===== src/rtl/keypad_8bit.sv =====
// rtl/keypad_8bit.sv - 4x4 keypad scanner with debounce and 3-digit decimal entry
// Optional auto-repeat of held digit keys: define KEYPAD_AUTOREPEAT_EN.
module keypad_8bit #(
  parameter int SCAN_DIV = 50000,
  parameter int DEBOUNCE = 4,
  parameter int REPEAT   = 100
) (
  input  logic       clk,
  input  logic       rst,
  input  logic       ce,
  input  logic [3:0] col,
  output logic [3:0] row,
  output logic [3:0] key_code,
  output logic       key_strobe,
  output logic [7:0] value,
  output logic       valid,
  output logic [1:0] digit_cnt
);

  localparam int PW = $clog2(SCAN_DIV + 1);
  localparam int DW = $clog2(DEBOUNCE + 1);

  localparam logic [1:0] S_SCAN = 2'd0;
  localparam logic [1:0] S_DEB  = 2'd1;
  localparam logic [1:0] S_HELD = 2'd2;
  localparam logic [1:0] S_REL  = 2'd3;

  logic [1:0]    state;
  logic [PW-1:0] presc;
  logic [DW-1:0] deb_cnt;
  logic [3:0]    pat;
  logic [7:0]    acc;
  logic          tick;
  logic [1:0]    r_idx;
  logic [1:0]    c_idx;
  logic [3:0]    code;
  logic [11:0]   acc_next;
  logic          accept;
  logic          repeat_fire;

  function automatic logic [3:0] map_code(input logic [3:0] idx);
    case (idx)
      4'd0:  map_code = 4'd1;
      4'd1:  map_code = 4'd2;
      4'd2:  map_code = 4'd3;
      4'd3:  map_code = 4'd10;
      4'd4:  map_code = 4'd4;
      4'd5:  map_code = 4'd5;
      4'd6:  map_code = 4'd6;
      4'd7:  map_code = 4'd11;
      4'd8:  map_code = 4'd7;
      4'd9:  map_code = 4'd8;
      4'd10: map_code = 4'd9;
      4'd11: map_code = 4'd12;
      4'd12: map_code = 4'd14;
      4'd13: map_code = 4'd0;
      4'd14: map_code = 4'd15;
      default: map_code = 4'd13;
    endcase
  endfunction

  assign tick = ce && (presc == PW'(SCAN_DIV - 1));

  always_ff @(posedge clk or posedge rst) begin
    if (rst)       presc <= '0;
    else if (ce)   presc <= tick ? '0 : presc + 1'b1;
  end

  always_comb begin
    r_idx = 2'd3;
    case (row)
      4'b1110: r_idx = 2'd0;
      4'b1101: r_idx = 2'd1;
      4'b1011: r_idx = 2'd2;
      default: r_idx = 2'd3;
    endcase
    // lowest-index low column wins when several are pressed
    c_idx = 2'd3;
    if (!col[2]) c_idx = 2'd2;
    if (!col[1]) c_idx = 2'd1;
    if (!col[0]) c_idx = 2'd0;
  end

  assign code     = map_code({r_idx, c_idx});
  assign acc_next = 12'(acc) * 12'd10 + 12'(code);
  assign accept   = repeat_fire ||
                    (tick && state == S_DEB && col == pat && deb_cnt == DW'(DEBOUNCE - 1));

`ifdef KEYPAD_AUTOREPEAT_EN
  localparam int RW = $clog2(REPEAT + 1);
  logic [RW-1:0] rep_cnt;
  logic          rep_ok;

  assign rep_ok      = state == S_HELD && col != 4'hF && code <= 4'd9;
  assign repeat_fire = tick && rep_ok && rep_cnt == RW'(REPEAT - 1);

  always_ff @(posedge clk or posedge rst) begin
    if (rst)          rep_cnt <= '0;
    else if (tick)    rep_cnt <= (rep_ok && !repeat_fire) ? rep_cnt + 1'b1 : '0;
  end
`else
  assign repeat_fire = 1'b0;
`endif

  always_ff @(posedge clk or posedge rst) begin
    if (rst) begin
      state      <= S_SCAN;
      row        <= 4'b1110;
      pat        <= 4'hF;
      deb_cnt    <= '0;
      key_code   <= 4'd0;
      key_strobe <= 1'b0;
      value      <= 8'd0;
      valid      <= 1'b0;
      digit_cnt  <= 2'd0;
      acc        <= 8'd0;
    end else begin
      key_strobe <= 1'b0;
      valid      <= 1'b0;
      if (tick) begin
        case (state)
          S_SCAN: begin
            if (col != 4'hF) begin
              pat     <= col;
              deb_cnt <= '0;
              state   <= S_DEB;
            end else begin
              row <= {row[2:0], row[3]};
            end
          end
          S_DEB: begin
            if (col != pat)                          state   <= S_SCAN;
            else if (deb_cnt == DW'(DEBOUNCE - 1))   state   <= S_HELD;
            else                                     deb_cnt <= deb_cnt + 1'b1;
          end
          S_HELD: begin
            if (col == 4'hF) begin
              deb_cnt <= '0;
              state   <= S_REL;
            end
          end
          default: begin
            if (col != 4'hF)                         state   <= S_HELD;
            else if (deb_cnt == DW'(DEBOUNCE - 1))   state   <= S_SCAN;
            else                                     deb_cnt <= deb_cnt + 1'b1;
          end
        endcase
      end
      if (accept) begin
        key_strobe <= 1'b1;
        key_code   <= code;
        if (code <= 4'd9) begin
          if (digit_cnt != 2'd3) begin
            acc       <= (acc_next > 12'd255) ? 8'hFF : acc_next[7:0];
            digit_cnt <= digit_cnt + 1'b1;
          end
        end else if (code == 4'd15) begin
          value     <= acc;
          valid     <= 1'b1;
          acc       <= 8'd0;
          digit_cnt <= 2'd0;
        end else if (code == 4'd14) begin
          acc       <= 8'd0;
          digit_cnt <= 2'd0;
        end
      end
    end
  end

endmodule

===== config.mk =====
export PLATFORM = sky130hd
export DESIGN_NAME = keypad_8bit
export DESIGN_NICKNAME = d
export VERILOG_FILES = /design/src/rtl/keypad_8bit.sv
export SDC_FILE = /design/constraint.sdc
export NUM_CORES = 1
export LEC_CHECK = 0
export CAP_MARGIN = 20
export CORE_AREA = 3 3 120 122
export CTS_CLUSTER_DIAMETER = 100
export DETAILED_ROUTE_END_ITERATION = 8
export DIE_AREA = 0 0 123 125
export PLACE_DENSITY = 0.44
export SETUP_SLACK_MARGIN = 0.3
export SLEW_MARGIN = 20
export SYNTH_ARGS = -nofsm -noshare
export SYNTH_HDL_FRONTEND = slang
export SYNTH_SLANG_ARGS = --single-unit

===== constraint.sdc =====
create_clock -name clk -period 3.4 [get_ports clk]
set_input_delay 0.34 -clock clk [delete_from_list [all_inputs] [get_ports clk]]
set_output_delay 0.34 -clock clk [all_outputs]
set_load 0.01 [all_outputs]

# [After elaboration in Yosys (flattened, before gate mapping)]
# Memory sizes are Yosys's and may differ from the RTL's.
# Index checks and enable logic that the tools add are counted.
[word_totals] regBits=53 latch_bits=0 mem_bits_rw=0 mem_bits_ro=64 inputBits=7 output_inout_bits=20 elab_cells=85 mem_count=1
[classes] addsub=4 mul=1 div=0 magnitude_cmp=2 eq_ne=20 shift=0 mux=31 bitwise_logic=2 reduce_logical=13
[memory_table] name="(name not given)" depth=16 word_bits=4 read_ports=1 rd_clocked_by_memory_dff=0 wr=0 line="42" source="case (idx)"
[op_table] cell="8-bit 2-to-1 mux" count=5
[op_table] cell="4-bit == test, second input constant" count=6
[op_table] cell="2-bit 2-to-1 mux" count=12
[op_table] cell="16-bit by 1-bit adder with 16-bit output, second input constant" count=1
[op_table] cell="16-bit == test, second input constant" count=1
[op_table] cell="16-bit 2-to-1 mux" count=1
[op_table] cell="3-bit 2-to-1 mux" count=5
[op_table] cell="12-bit by 4-bit adder with 12-bit output" count=1
[op_table] cell="12-bit by 8-bit greater-than comparator with 1-bit output, second input constant" count=1
[op_table] cell="2-bit one-hot mux with 3 select lines" count=2
[op_table] cell="3-bit AND reduction" count=4
[op_table] cell="8-bit by 3-bit multiplier with 11-bit output, second input constant" count=1
[op_table] cell="5-bit AND reduction" count=2
[op_table] cell="3-bit one-hot mux with 3 select lines" count=1
[op_table] cell="2-bit inequality test, second input constant" count=4
[op_table] cell="1-bit 2-to-1 mux" count=5
[op_table] cell="4-bit == test" count=1
[op_table] cell="4-bit <= comparator, second input constant" count=1
[op_table] cell="1-bit logical AND" count=4
[op_table] cell="4-bit by 2-bit inequality test with 1-bit output, second input constant" count=1
[op_table] cell="4-bit inequality test" count=1
[op_table] cell="4-bit inequality test, second input constant" count=1
[op_table] cell="4-bit nonzero test" count=1
[op_table] cell="3-bit by 1-bit adder with 3-bit output, second input constant" count=1
[op_table] cell="9 further kinds" count=10

# [Depth between registers and ports, before layout]
# An unclocked memory read counts as a cell.
[logic_depth] word_depth=9 ltp_mapped=17 mapped_depth_nobuf=17

# [Worst setup path after synthesis]
# OpenSTA, ideal clock, no wires.
[synth_timing] path_kind="input to register" start="in col[1]" end="reg acc[3]" setup_ps=77 t_arrival_ps=3160 required_time_ps=3323 slack_ps=163 path_stages=14 path_cell_list="and2_1 clkbuf_1 inv_1 ha_1 and4b_1 a211oi_1 inv_1 ha_1 a21o_1 a41oi_1 nor4_1 mux2i_1 nor3_1 o21ai_1"
[synth_via] elab_chain_len=8 elab_cells_between_ends=18 classes_between="add/sub: 1; order compare: 2; eq/ne: 4; mux: 6; reduce/logical: 4; memory: 1"
[synth_lines] item="start, declared" line="11" source="input logic [3:0] col,"
[synth_lines] item="2-bit 2-to-1 mux (*)" line="80" source="if (!col[1]) c_idx = 2'd1;"
[synth_lines] item="2-bit 2-to-1 mux (*)" line="81" source="if (!col[0]) c_idx = 2'd0;"
[synth_lines] item="memory read 16 x 4 bit (*)"
[synth_lines] item="net code[2]" line="36" source="logic [3:0] code;"
[synth_lines] item="12-bit by 4-bit adder with 12-bit output" line="85" source="assign acc_next = 12'(acc) * 12'd10 + 12'(code);"
[synth_lines] item="12-bit by 8-bit greater-than comparator with 1-bit output" line="154" source="acc <= (acc_next > 12'd255) ? 8'hFF : acc_next[7:0];"
[synth_lines] item="8-bit 2-to-1 mux" line="154"
[synth_lines] item="8-bit 2-to-1 mux" line="153" source="if (digit_cnt != 2'd3) begin"
[synth_lines] item="8-bit 2-to-1 mux" line="152" source="if (code <= 4'd9) begin"
[synth_lines] item="end signal, assigned" line="154"
[synth_lines] item="end, declared" line="32" source="logic [7:0] acc;"
# Mark *: on every way through the listed nets, which the timed path passes. The rest lies on a longest branch. The select of a mux whose other input is x is not followed.
# A chain may end at the register's enable or synchronous reset.

# [Worst setup path after layout]
[layout_timing] start="reg row[2]" end="reg acc[5]"
[layout_via] elab_chain_len=8 elab_cells_between_ends=17 classes_between="add/sub: 1; order compare: 2; eq/ne: 6; mux: 5; reduce/logical: 2; memory: 1"
[layout_lines] item="start, declared" line="12" source="output logic [3:0] row,"
[layout_lines] item="start signal, assigned" line="128" source="row <= {row[2:0], row[3]};"
[layout_lines] item="4-bit == test" line="71" source="case (row)"
[layout_lines] item="2-bit one-hot mux with 3 select lines (*)" line="71"
[layout_lines] item="memory read 16 x 4 bit (*)"
[layout_lines] item="net code[1]" line="36"
[layout_lines] item="12-bit by 4-bit adder with 12-bit output" line="85"
[layout_lines] item="12-bit by 8-bit greater-than comparator with 1-bit output" line="154"
[layout_lines] item="8-bit 2-to-1 mux" line="154"
[layout_lines] item="8-bit 2-to-1 mux" line="153"
[layout_lines] item="8-bit 2-to-1 mux" line="152"
# Marked as above.

==> impl_metrics.toml <==
[synth]
yosysTopAreaCell = "dfrtp_1"
ys_ff_latch = 53
synth_area_um2 = 3330
yosysUniqueCellTypes = 57
synth-edff-count = 0
ys_seq_area_frac = 0.401
ys.flop_type = "dfrtp_1"
syn_nets = 371
syn_area_per_cell_um2 = 9.97
syn_inst = 334
yosys_warnings = 0
synth_area_leaders = "dfrtp_1 (35%), ha_1 (11%), dfstp_2 (5.5%)"
synthArstFlopShare = 1.00
synth_top_area_frac = 0.346

[layout]
fin_util = 0.322
layout.nets = 425
drive_gt1_frac = 0.260
diodes = 0
area_growth_pct = 28.7

[place]
dpl.hpwl_um = 5780
post-place-ws_ns = -0.419
io_buffer_count = 26
routabilityCongestion = 0.770

[global_routing]
grt-ovfl-total = 0
grt_pass1_wl_um = 13700
antenna_found_initial = 0
grt_usage = 0.109
grt_pass1_vias = 2774
grt_max_degree = 30

[timing]
tightest_slew_ns = 0.910
final-hold-violation-count = 0
setup_viol = 0
fin_ws_ns = 0.428
clock_skew_ns = 0.00678
fin_crit_ns = 2.97
slew_headroom = 0.389
fin_crit_sh = 0.874
fmax_mhz = 336
finalMaxSlewViolations = 0
rsz0062_at_grt = "no"
holdWs_ns = 0.380

[worst_setup_path]
crit_type = "flop to flop"
cp-end-kind = "flop"
arrival_ns = 3.18
worstPathRequired_ns = 3.61
critPathLaunchType = "flop"
crit_fanout = 11

[clock_network]
cts_htree_levels = 2
ctsHoldBuffers = 0
cts_root_buffer = "clkbuf_16"
tritoncts = "built"
clkSlewWorstSetupHoldPaths_ns = 0.07
cts_num_sinks = 53
clk_latency_ns = 0.29
cts_buffer_depth = 2
numCtsBuffers = 5

[floorplanning]
die_h_um = 125
rows = 42
ios = 27
dieArea_um2 = 15400
core_area_um2 = 13300
die_w_um = 123
start_util = 0.250

[route]
routedWlPerCell_um = 14.0
drc = 0
ant_nets = 0
dr.first_iter.drc_count = 214
wirelength_um = 7900
drtPass1Iterations = 4
dr_total_vias = 2629
vias_per_cell = 4.65

[min_path]
hold_path_class = "primary input to async pin"

[power_and_ir_drop]
peakVddDrop_mv = 0.160
p_leak_nw = 1.91
power_density_nw_per_um2 = 328

[run]
cap_violations = 0

[run_status]
status = "finished clean"
[per-stage QoR]
stage                     setup TNS [ns]  total power [W]  std cells  cell area (µm²)
after detailed placement           -3.22         0.000901        547             3940
after CTS                              0          0.00143        558             4200
after floorplan                        0         0.000838        334             3330
after global placement             -2.76         0.000894        546             3920
final                                  0          0.00141        565             4290
after global routing                   0          0.00149        565             4290
[sequential cells by signal, summed over array words and instances (netlist names)]
register    count
presc          16
acc             8
value           8
key_code        4
pat             4
row             4
deb_cnt         3
digit_cnt       2
state           2
key_strobe      1
valid           1
[layer usage]
layer | track usage | routed length, µm
met5 | 0 | 0
met4 | 0.0339 | 128
met3 | 0.0163 | 156
met2 | 0.186 | 3930
met1 | 0.142 | 3690
[cells in the final DEF, fill, tap and decap left out, drive strengths merged, types with 3 or more instances in the layout]
cell type      netlist  layout
clkdlybuf4s50        0      23
nor3                12      12
xnor2               11      11
dfstp                7       7
dfrtp               46      46
clkbuf               7       7
or2                  3       3
nand4                8       8
mux2                16      16
buf                  4      32
a21oi               12      12
nand3                9       9
nand2               23      23
and3                 6       6
nand2b               7       7
nor3b                3       3
and2                 4       4
ha                  28      28
xor2                13      13
nor2                19      19
nand4b               4       4
o21ai               27      27
inv                 18      18
a21o                 4       4
nor4                 6       6
[report_power, final]
part	switching [W]	total [W]	internal [W]	leakage, nW
logic	0.0000845	0.000170	0.0000860	1.15
registers	0.0000504	0.000724	0.000674	0.696
clock network	0.000238	0.000512	0.000274	0.0631
[kinds of logic (layout without fill, tap and decap cells)]
| family | count (synthesis) | after routing | synth area share |
|---|---|---|---|
| compound gates | 61 | 61 | 0.110 |
| simple gates | 119 | 119 | 0.213 |
| xor+xnor | 24 | 24 | 0.0631 |
| fa+ha+maj | 30 | 30 | 0.117 |
| flops | 53 | 53 | 0.401 |
| buf+inv | 29 | 84 | 0.0357 |
| mux | 18 | 18 | 0.0601 |
[worst max-delay path, cell delays in order (launching register included)]
cell	delay, ns
dfstp_4	0.68
nand2b_1	0.14
o211ai_1	0.09
a32o_2	0.31
nand2_1	0.09
ha_2	0.19
inv_1	0.05
fa_2	0.34
nor2b_1	0.18
o21ai_2	0.10
nor3b_2	0.16
mux2i_2	0.16
buf_6	0.18
nor3_2	0.06
o21ai_1	0.17
[Yosys cell counts, types with 3 or more instances]
master,count
clkbuf_1,7
ha_1,28
nand3_1,9
nor2_1,19
nand4b_1,4
nor3b_1,3
mux2_2,16
a21oi_1,12
and2_1,4
nor4_1,5
o21ai_1,11
a21o_1,4
xor2_1,13
or2_2,3
inv_1,18
o21ai_0,16
dfrtp_1,46
nor3_1,12
and3_1,6
xnor2_1,11
nand4_1,6
nand2_1,23
dfstp_2,7
nand2b_1,7
[timing repair]
action | 4_1_cts | 5_1_grt
gates resized for setup | 24 | 12
pin swaps | 5 | 10
buffers inserted | 3 | 7
endpoints found under the setup margin | 8 | 8
gates cloned | 0 | 0
[final timing paths]
check	endpoint	from	depth (start not counted)	slack (ns)
max	acc[5]	row[2]	14	0.43
min	presc[11]	rst	2	0.38
max reg2reg	acc[5]	row[2]	14	0.43
min reg2reg	deb_cnt[2]	deb_cnt[2]	1	0.48
max in group asynchronous	pat[0]	rst	4	2.25
min in group clk	pat[1]	col[1]	3	0.47
[cell type report]
type	instances	area, µm²
well taps	176	220
clock inverters	2	15.0
inverters	18	67.6
multi-input cells	252	2010
repair buffers	58	509
fillers	1355	9010
flip-flops and latches	53	1340
clock buffers	6	129
(Power assumes the default switching activity.)
